===== src/rtl/alu_ser_pkg.sv =====
// Shared types and helpers for the ALU result serializer.
package alu_ser_pkg;

  localparam int unsigned DATA_BITS = 8;

  typedef enum logic [2:0] {
    IDLE,
    START,
    DATA,
    PARITY,
    STOP
  } ser_state_e;

  // Even parity: the returned bit makes the total count of ones even.
  function automatic logic even_parity(input logic [DATA_BITS-1:0] b);
    return ^b;
  endfunction

endpackage


===== src/rtl/alu_res_fifo.sv =====
// Circular result buffer; full/empty derived from the registered count.
module alu_res_fifo #(
  parameter int unsigned DEPTH = 4,
  parameter int unsigned WIDTH = 8
) (
  input  logic                     clk,
  input  logic                     rst_n,
  input  logic                     push,
  input  logic                     pop,
  input  logic [WIDTH-1:0]         wdata,
  output logic [WIDTH-1:0]         rdata,
  output logic                     full,
  output logic                     empty,
  output logic [$clog2(DEPTH):0]   count
);

  localparam int unsigned AW = $clog2(DEPTH);

  logic [WIDTH-1:0] mem [DEPTH];
  logic [AW:0]      wr_ptr;
  logic [AW:0]      rd_ptr;
  logic             do_push;
  logic             do_pop;

  assign full    = (count == (AW+1)'(DEPTH));
  assign empty   = (count == '0);
  assign do_push = push && !full;
  assign do_pop  = pop && !empty;
  assign rdata   = mem[rd_ptr[AW-1:0]];

  always_ff @(posedge clk) begin
    if (do_push) mem[wr_ptr[AW-1:0]] <= wdata;
  end

  always_ff @(posedge clk) begin
    if (!rst_n) begin
      wr_ptr <= '0;
      rd_ptr <= '0;
      count  <= '0;
    end else begin
      if (do_push) wr_ptr <= wr_ptr + 1'b1;
      if (do_pop)  rd_ptr <= rd_ptr + 1'b1;
      case ({do_push, do_pop})
        2'b10:   count <= count + 1'b1;
        2'b01:   count <= count - 1'b1;
        default: count <= count;
      endcase
    end
  end

endmodule


===== src/rtl/alu_result_serializer.sv =====
// Buffers ALU results and sends each as an async serial frame:
// start, 8 data bits LSB-first, optional even parity, stop.
module alu_result_serializer
  import alu_ser_pkg::*;
#(
  parameter int unsigned CLKS_PER_BIT = 16,
  parameter int unsigned FIFO_DEPTH   = 4,
  parameter bit          PARITY_EN    = 1'b1
) (
  input  logic       clk,
  input  logic       rst_n,
  input  logic       ena,
  input  logic       res_valid,
  input  logic [7:0] res_data,
  output logic       res_ready,
  input  logic       ovf_clr,
  output logic       tx,
  output logic       busy,
  output logic       overflow,
  output logic [7:0] frame_cnt
);

  localparam int unsigned BW = $clog2(CLKS_PER_BIT);
  localparam int unsigned CW = $clog2(FIFO_DEPTH) + 1;

  ser_state_e           state;
  logic [BW-1:0]        baud_cnt;
  logic [2:0]           bit_idx;
  logic [DATA_BITS-1:0] shift;
  logic                 par;

  logic                 fifo_full;
  logic                 fifo_empty;
  logic [CW-1:0]        fifo_cnt;
  logic [DATA_BITS-1:0] fifo_rdata;
  logic                 push;
  logic                 pop;
  logic                 drop;
  logic                 bit_end;

  assign push      = ena && res_valid && !fifo_full;
  assign drop      = ena && res_valid && fifo_full;
  assign pop       = ena && (state == IDLE) && !fifo_empty;
  assign bit_end   = (baud_cnt == BW'(CLKS_PER_BIT - 1));
  assign res_ready = !fifo_full;
  assign busy      = (state != IDLE) || (fifo_cnt != '0);

  alu_res_fifo #(
    .DEPTH (FIFO_DEPTH),
    .WIDTH (DATA_BITS)
  ) u_fifo (
    .clk   (clk),
    .rst_n (rst_n),
    .push  (push),
    .pop   (pop),
    .wdata (res_data),
    .rdata (fifo_rdata),
    .full  (fifo_full),
    .empty (fifo_empty),
    .count (fifo_cnt)
  );

  always_ff @(posedge clk) begin
    if (!rst_n) begin
      state     <= IDLE;
      baud_cnt  <= '0;
      bit_idx   <= '0;
      shift     <= '0;
      par       <= 1'b0;
      tx        <= 1'b1;
      overflow  <= 1'b0;
      frame_cnt <= '0;
    end else if (ena) begin
      // A drop in the same cycle as a clear keeps the flag set.
      if (drop)         overflow <= 1'b1;
      else if (ovf_clr) overflow <= 1'b0;

      if (state == IDLE) begin
        baud_cnt <= '0;
        if (!fifo_empty) begin
          shift   <= fifo_rdata;
          par     <= even_parity(fifo_rdata);
          bit_idx <= '0;
          tx      <= 1'b0;
          state   <= START;
        end
      end else if (!bit_end) begin
        baud_cnt <= baud_cnt + 1'b1;
      end else begin
        baud_cnt <= '0;
        case (state)
          START: begin
            tx    <= shift[0];
            state <= DATA;
          end
          DATA: begin
            if (bit_idx == 3'(DATA_BITS - 1)) begin
              if (PARITY_EN) begin
                tx    <= par;
                state <= PARITY;
              end else begin
                tx    <= 1'b1;
                state <= STOP;
              end
            end else begin
              shift   <= shift >> 1;
              tx      <= shift[1];
              bit_idx <= bit_idx + 1'b1;
            end
          end
          PARITY: begin
            tx    <= 1'b1;
            state <= STOP;
          end
          default: begin
            tx        <= 1'b1;
            frame_cnt <= frame_cnt + 8'd1;
            state     <= IDLE;
          end
        endcase
      end
    end
  end

endmodule


===== config.mk =====
export PLATFORM = sky130hd
export DESIGN_NAME = alu_result_serializer
export DESIGN_NICKNAME = d
export VERILOG_FILES = /design/src/rtl/alu_ser_pkg.sv /design/src/rtl/alu_res_fifo.sv /design/src/rtl/alu_result_serializer.sv
export SDC_FILE = /design/constraint.sdc
export NUM_CORES = 1
export LEC_CHECK = 0
export BUFFER_PORTS_ARGS = -buffer_cell sky130_fd_sc_hd__buf_4
export CORE_AREA = 2 2 127 67
export DETAILED_ROUTE_END_ITERATION = 10
export DIE_AREA = 0 0 129 69
export PLACE_DENSITY = 0.6
export SLEW_MARGIN = 10
export SYNTH_ARGS = -nofsm -noshare
export SYNTH_HDL_FRONTEND = slang
export SYNTH_SLANG_ARGS = --single-unit

===== constraint.sdc =====
create_clock -name clk -period 3.76 [get_ports clk]
set_input_delay 0.188 -clock clk [delete_from_list [all_inputs] [get_ports clk]]
set_output_delay 0.188 -clock clk [all_outputs]
set_load 0.01 [all_outputs]

## Yosys cells after proc, flatten, opt, wreduce, memory -nomap -nowiden

Memories as Yosys holds them, arrays and structs flattened. A register that Yosys moved wholly into a read port is not among the register bits.
Index checks and enable logic that the tools add are counted.

- Add/sub/neg operators: 7
- Eq/ne operators: 11
- Mux-type cells: 29
- Bitwise gates (word level): 3
- Reductions and logical operators: 26

Operators with widths:

| operator | number |
|---|---|
| $mux W8 | 5 |
| $mux W3 | 9 |
| $add A3 B1 Y3 const B | 4 |
| $pmux W3 S3 | 1 |
| $add A8 B1 Y8 const B | 1 |
| $mux W1 | 8 |
| $mux W4 | 2 |
| $reduce_and A4 Y1 | 2 |
| $reduce_bool A2 Y1 | 4 |
| $reduce_xor A8 Y1 | 1 |
| $logic_and A1 B1 Y1 | 7 |
| $eq A3 B2 Y1 const B | 2 |
| $eq A3 B3 Y1 const B | 2 |
| $logic_not A3 Y1 | 2 |
| $pmux W3 S2 | 1 |
| $reduce_and A3 Y1 | 2 |
| $reduce_bool A3 Y1 | 2 |
| $reduce_and A5 Y1 | 1 |
| $add A4 B1 Y4 const B | 1 |
| $eq A4 B4 Y1 const B | 1 |
| $mux W2 | 2 |
| $ne A2 B2 Y1 const B | 2 |
| $eq A3 B1 Y1 const B | 1 |
| $ne A3 B3 Y1 const B | 1 |
| other kinds (9) | 12 |

- Bits in registers: 38
- Memory bits (writable): 32
- Input port bits: 13
- Memories kept: 1

Memory list:

| name | words | bits a word | read ports | clocked after Yosys merged registers in | write ports | line | source |
|---|---|---|---|---|---|---|---|
| u_fifo.mem | 4 | 8 | 1 | 1 | 1 | alu_res_fifo.sv:19 | `logic [WIDTH-1:0] mem [DEPTH];` |

## Logic depth before layout (Yosys ltp)

- Word-level depth: 6
- Gate-level depth with buffers: 10
- Depth with buffers taken out: 9

## Cells and area by module

Synthesis repeated with hierarchy kept, for this count alone.

- Cells, all modules: 270
- Area, all modules: 3140.5 um^2

By module, submodules not included:

| module | times used | cells each | area an instance (um^2) | sequential area each (um^2) |
|---|---|---|---|---|
| alu_res_fifo | 1 | 96 | 1644.1 | 1141.1 |
| alu_result_serializer | 1 | 174 | 1496.4 | 580.6 |

## Worst setup path after synthesis

Ideal clock, no wire load.

- Kind: register to register
- Start: register state[1]
- End: register u_fifo.count[2]
- Setup time: 0.071 ns
- Data arrival time: 2.214 ns
- Required time: 3.689 ns
- Path slack: 1.476 ns
- Cell stages (with the launch flop): 10
- Path buffers: 1
- Cell sequence: dfxtp_1 > buf_2 > nor3_2 > nor3b_2 > ha_1 > inv_1 > fa_1 > xor2_1 > or3_1 > a21oi_1

- Cells in the longest elaborated chain, start to end: 6
- Elaborated cells on any way between the ends: 8

RTL lines:

| what | line | source |
|---|---|---|
| start: declaration | alu_result_serializer.sv:26 | `ser_state_e state;` |
| start signal: assignment | alu_result_serializer.sv:65 | `state <= IDLE;` |
| start signal: assignment | alu_result_serializer.sv:85 | `state <= START;` |
| start signal: assignment | alu_result_serializer.sv:94 | `state <= DATA;` |
| $logic_not A3 Y1 (*) | alu_result_serializer.sv:43 | `assign pop = ena && (state == IDLE) && !fifo_empty;` |
| $logic_and A1 B1 Y1 (*) (2 in series) | alu_result_serializer.sv:43 |  |
| $logic_and A1 B1 Y1 (*) | alu_res_fifo.sv:28 | `assign do_pop = pop && !empty;` |
| net u_fifo.do_pop | alu_res_fifo.sv:23 | `logic do_pop;` |
| $eq A2 B1 Y1 / $eq A2 B2 Y1 (equally long branches) | alu_res_fifo.sv:43 | `case ({do_push, do_pop})` |
| $pmux W3 S2 / $reduce_bool A2 Y1 (equally long branches) | n/a |  |
| end signal: assignment | alu_res_fifo.sv:44 | `2'b10: count <= count + 1'b1;` |
| end signal: assignment | alu_res_fifo.sv:45 | `2'b01: count <= count - 1'b1;` |
| end signal: assignment | alu_res_fifo.sv:46 | `default: count <= count;` |
| end: declaration | alu_res_fifo.sv:14 | `output logic [$clog2(DEPTH):0] count` |

The timed path passes the listed nets; every way through them passes the cells marked *.
A chain may end at the register's enable or synchronous reset.

## Worst setup path after layout

Same ends and word-level chain as after synthesis.

==> metrics.md <==
| Metric | Value |
|---|---|
| Status | finished clean |
| Setup tns final | 0 ns |
| Fin area | roughly 0.0036 mm² |
| Initial DRC count | 177 |
| Max Slew Vio Count | 0 |
| Worst vdd rail ir drop | about 0.33 mV |
| Layout cell share with drive strength beyond 1 | 19.4% |
| Hold Buf Count CTS | 0 |
| Met2 routed WL | 2260 µm |
| Post-CTS Setup Repair Bufs | 0 |
| Via count | 1937 |
| Post-synth ARST share | 0% |
| Root Driver | clkbuf_16 |
| Fin. Hold Viols | 0 |
| Port Buffers | 24 |
| Yosys Warn Count | 0 |
| Total power | 2.43 mW |
| H-Tree Depth | 3 |
| CTS max path bufs | 2 |
| Worst slew pin tran | 1.04 ns |
| Final hold slack | 0.0526 ns |
| Maximum clock frequency | 381 MHz |
| Clk sink count | 70 |
| Slowest cell on crit path | dfxtp_1 |
| Worst Skew | between 0.005 and 0.006 ns |
| DP Cell Count | between 300 and 400 |
| Tot GR Track Use | 14.8% |
| Crit Path Max Fanout | 14 |
| Clock network latency to the later pin of the worst-skew pair | 0.34 ns |
| Antenna viol nets, final | 0 |
| Global-route wire length before repair | slightly below 10000 µm |
| Post-DP Area | approximately 0.0033 mm² |
| Crit path setup slack, layout | 1.13 ns |
| Routed vias/inst | 4.90 |
| Yosys cell types | 34 |
| Final net count | 301 |
| Ports | 25 |
| #FFs+latches synth | 70 |
| Final core utilization | 45.9% |
| CTS resizes | 0 |
| Met3 WL post-DR | 299 µm |
| CORE AREA | between 0.007 and 0.008 mm² |
| Hold path cells | 1 |
| Dpl hpwl | between 4000 and 5000 µm |
| Critical path class | register to register |
| Vias in the first global route | 1899 |
| Total CTS buffers | 9 |
| Synth-to-Final Area Change | 18.0% |
| RR Endpoint | u_fifo.count[2] |
| Setup WS pre-CTS | 1.12 ns |
| Final setup violation count | 0 |
| Reg2reg setup slack | 1.13 ns |
| CP cell instances | nor3_2, buf_4, nor3b_2, ha_1, inv_1, fa_1, xor2_1, or3_1, a21oi_1 |
| Width of the chip | 129 µm |
| Syn Area/Cell | between 10 and 15 µm² |
| DRT Pass-1 Iters | 4 |
| Starting Density | 38.9% |
| Post-Syn Area | 0.00303 mm² |
| Gr ovfl total | 0 |
| Routed wire length | 5980 µm |
| Fill cell count | 714 |
| Highest Signal Layer | met4 |
| Die Y | approximately 69 µm |
| CP Data Required Time | 4.02 ns |
| Worst Hold Class | input pin to register |
| Post-synth EDFFs | 32 |
| Worst Path Arrival | 2.88 ns |
| Post-Layout Cell Count | 395 |
| Post-Syn Instances | 253 |
| Minimum clock period after layout | 2.63 ns |
| Leak | ~1.3 nW |
| CP endpoint kind | register |
| ANT cells | 0 |
| Type of origin of the critical path | register |
| Max-cap viol count | 0 |
| Fin crit share | between 60% and 70% |
| Syn_nets | ~280 |
| Reg clk slew, reported paths | 0.06 ns |
| Row cnt | 23 |
| Gpl congestion | 0.733 |
| Slowest Stage Delay on Critical Path | roughly 0.42 ns |
| # DRC | 0 |
| Pwr/cell area | 680 mW/mm² |
| Relative slew margins | between 30% and 40% |
| Largest net degree at the start of global routing | 32 |
| Min-delay src | res_data[2] |
| Initial antenna violation count | 0 |
| Reg2reg start | state[1] |
| FF-to-FF path depth | 9 |
| Drt wl/cell | 15.1 µm |
| Met1 Routed Length | around 3300 µm |
| Top_reg_cell synth | dfxtp_1 |
| Worst hold endpoint | u_fifo.mem[1][2] |
| Total die area | 0.00890 mm² |
| CTS tree | done |
| Post-synthesis sequential area ratio | 56.8% |
| RSZ-0062 raised after global routing | no |
==> logic make-up after synthesis <==
| logic type | Yosys count | share of synthesized area [%] |
|---|---|---|
| AO/OA/AOI/OAI | 41 | 8.83 |
| XOR/XNOR | 18 | 5.20 |
| adder cells (fa/ha/maj) | 10 | 4.37 |
| buffers and inverters | 22 | 3.47 |
| flip-flops | 70 | 56.8 |
| multiplexers | 19 | 9.66 |
| AND/OR/NAND/NOR | 73 | 11.7 |
==> layout make-up <==
| type | count | area, µm² | area share (%) |
|---|---|---|---|
| flip-flops and latches | 70 | 1720 | 48.1 |
| multi-input cells | 161 | 1200 | 33.7 |
| clock buffers | 12 | 256 | 7.17 |
| repair buffers | 26 | 195 | 5.45 |
| inverters | 10 | 37.5 | 1.05 |
| clock inverters | 4 | 22.5 | 0.629 |
| well taps | 112 | 140 | 3.92 |
==> synthesized netlist by cell type, types with 2 or more instances <==
cell	number	area [µm²]
a21oi_1	20	100
nand2b_1	2	12.5
nor2_1	28	105
mux2_2	2	22.5
a22oi_1	3	22.5
xnor2_1	12	105
buf_6	2	22.5
nor3b_1	2	15.0
or3_1	3	18.8
inv_1	10	37.5
edfxtp_1	32	961
xor2_1	6	52.6
a311oi_1	7	61.3
nor3_1	3	15.0
mux2i_1	9	90.1
ha_1	9	113
buf_2	2	10.0
mux4_2	8	180
and2_1	6	37.5
clkbuf_1	6	22.5
dfxtp_1	38	761
nand4_1	5	31.3
nand2_1	15	56.3
o21ai_0	9	45.0
nand3_1	5	25.0
==> cells in the final DEF (no fill, tap or decap) <==
cell,synthesis,routed
dfxtp_1,38,38
edfxtp_1,32,32
nor2_1,28,28
buf_4,1,26
a21oi_1,20,20
nand2_1,15,15
xnor2_1,12,12
inv_1,10,10
mux2i_1,9,9
o21ai_0,9,9
ha_1,9,9
clkbuf_16,0,9
mux4_2,8,8
a311oi_1,7,7
and2_1,6,6
xor2_1,6,6
nand4_1,5,5
nand3_1,5,5
nor3_1,3,3
or3_1,3,3
a22oi_1,3,3
clkinv_2,0,3
nand2b_1,2,2
mux2_2,2,2
nor3b_1,2,2
clkbuf_8,0,2
nor3_2,1,1
nor3b_2,1,1
o32ai_4,1,1
and4_1,1,1
and3_1,1,1
o221a_2,1,1
fa_1,1,1
clkbuf_1,6,1
clkinvlp_4,0,1
==> worst max-delay path, delay by kind of cell, from the launching register on <==
family,cells,cell delay (ns)
AO/OA/AOI/OAI,1,0.13
AND/OR/NAND/NOR,3,0.90
adder cells (fa/ha/maj),2,0.62
buffers and inverters,2,0.31
flip-flops,1,0.42
XOR/XNOR,1,0.16
==> flip-flops by register name, summed over array words and instances, names as in the netlist, 3 cells and up, named ones only <==
register / flops
state: 3
frame_cnt: 8
u_fifo.count: 3
shift: 8
u_fifo.mem: 32
baud_cnt: 4
bit_idx: 3
==> how the worst max path moves through the flow <==
stage / start / to / slack, ns
after global placement: state[1] / u_fifo.count[2] / 1.20
after global routing: state[1] / u_fifo.count[2] / 0.88
final: state[1] / u_fifo.count[2] / 1.13
after floorplan: state[1] / u_fifo.count[2] / 1.48
after detailed placement: state[1] / u_fifo.count[2] / 1.12
after CTS: state[1] / u_fifo.count[2] / 1.10
==> report_power, final <==
group	total (mW)	leakage (nW)	internal [mW]	switching, mW
Sequential	0.977	0.599	0.890	0.0873
Clock	0.786	0.138	0.478	0.307
Combinational	0.671	0.569	0.319	0.351
Total	2.43	1.31	1.69	0.746
==> layer usage <==
metal  up-vias  GRT usage [%]
met5         -              0
met4         0           6.52
met3        11           5.67
met2        39           18.3
met1       926           22.5
li1        961              -
(Power assumes the default switching activity.)
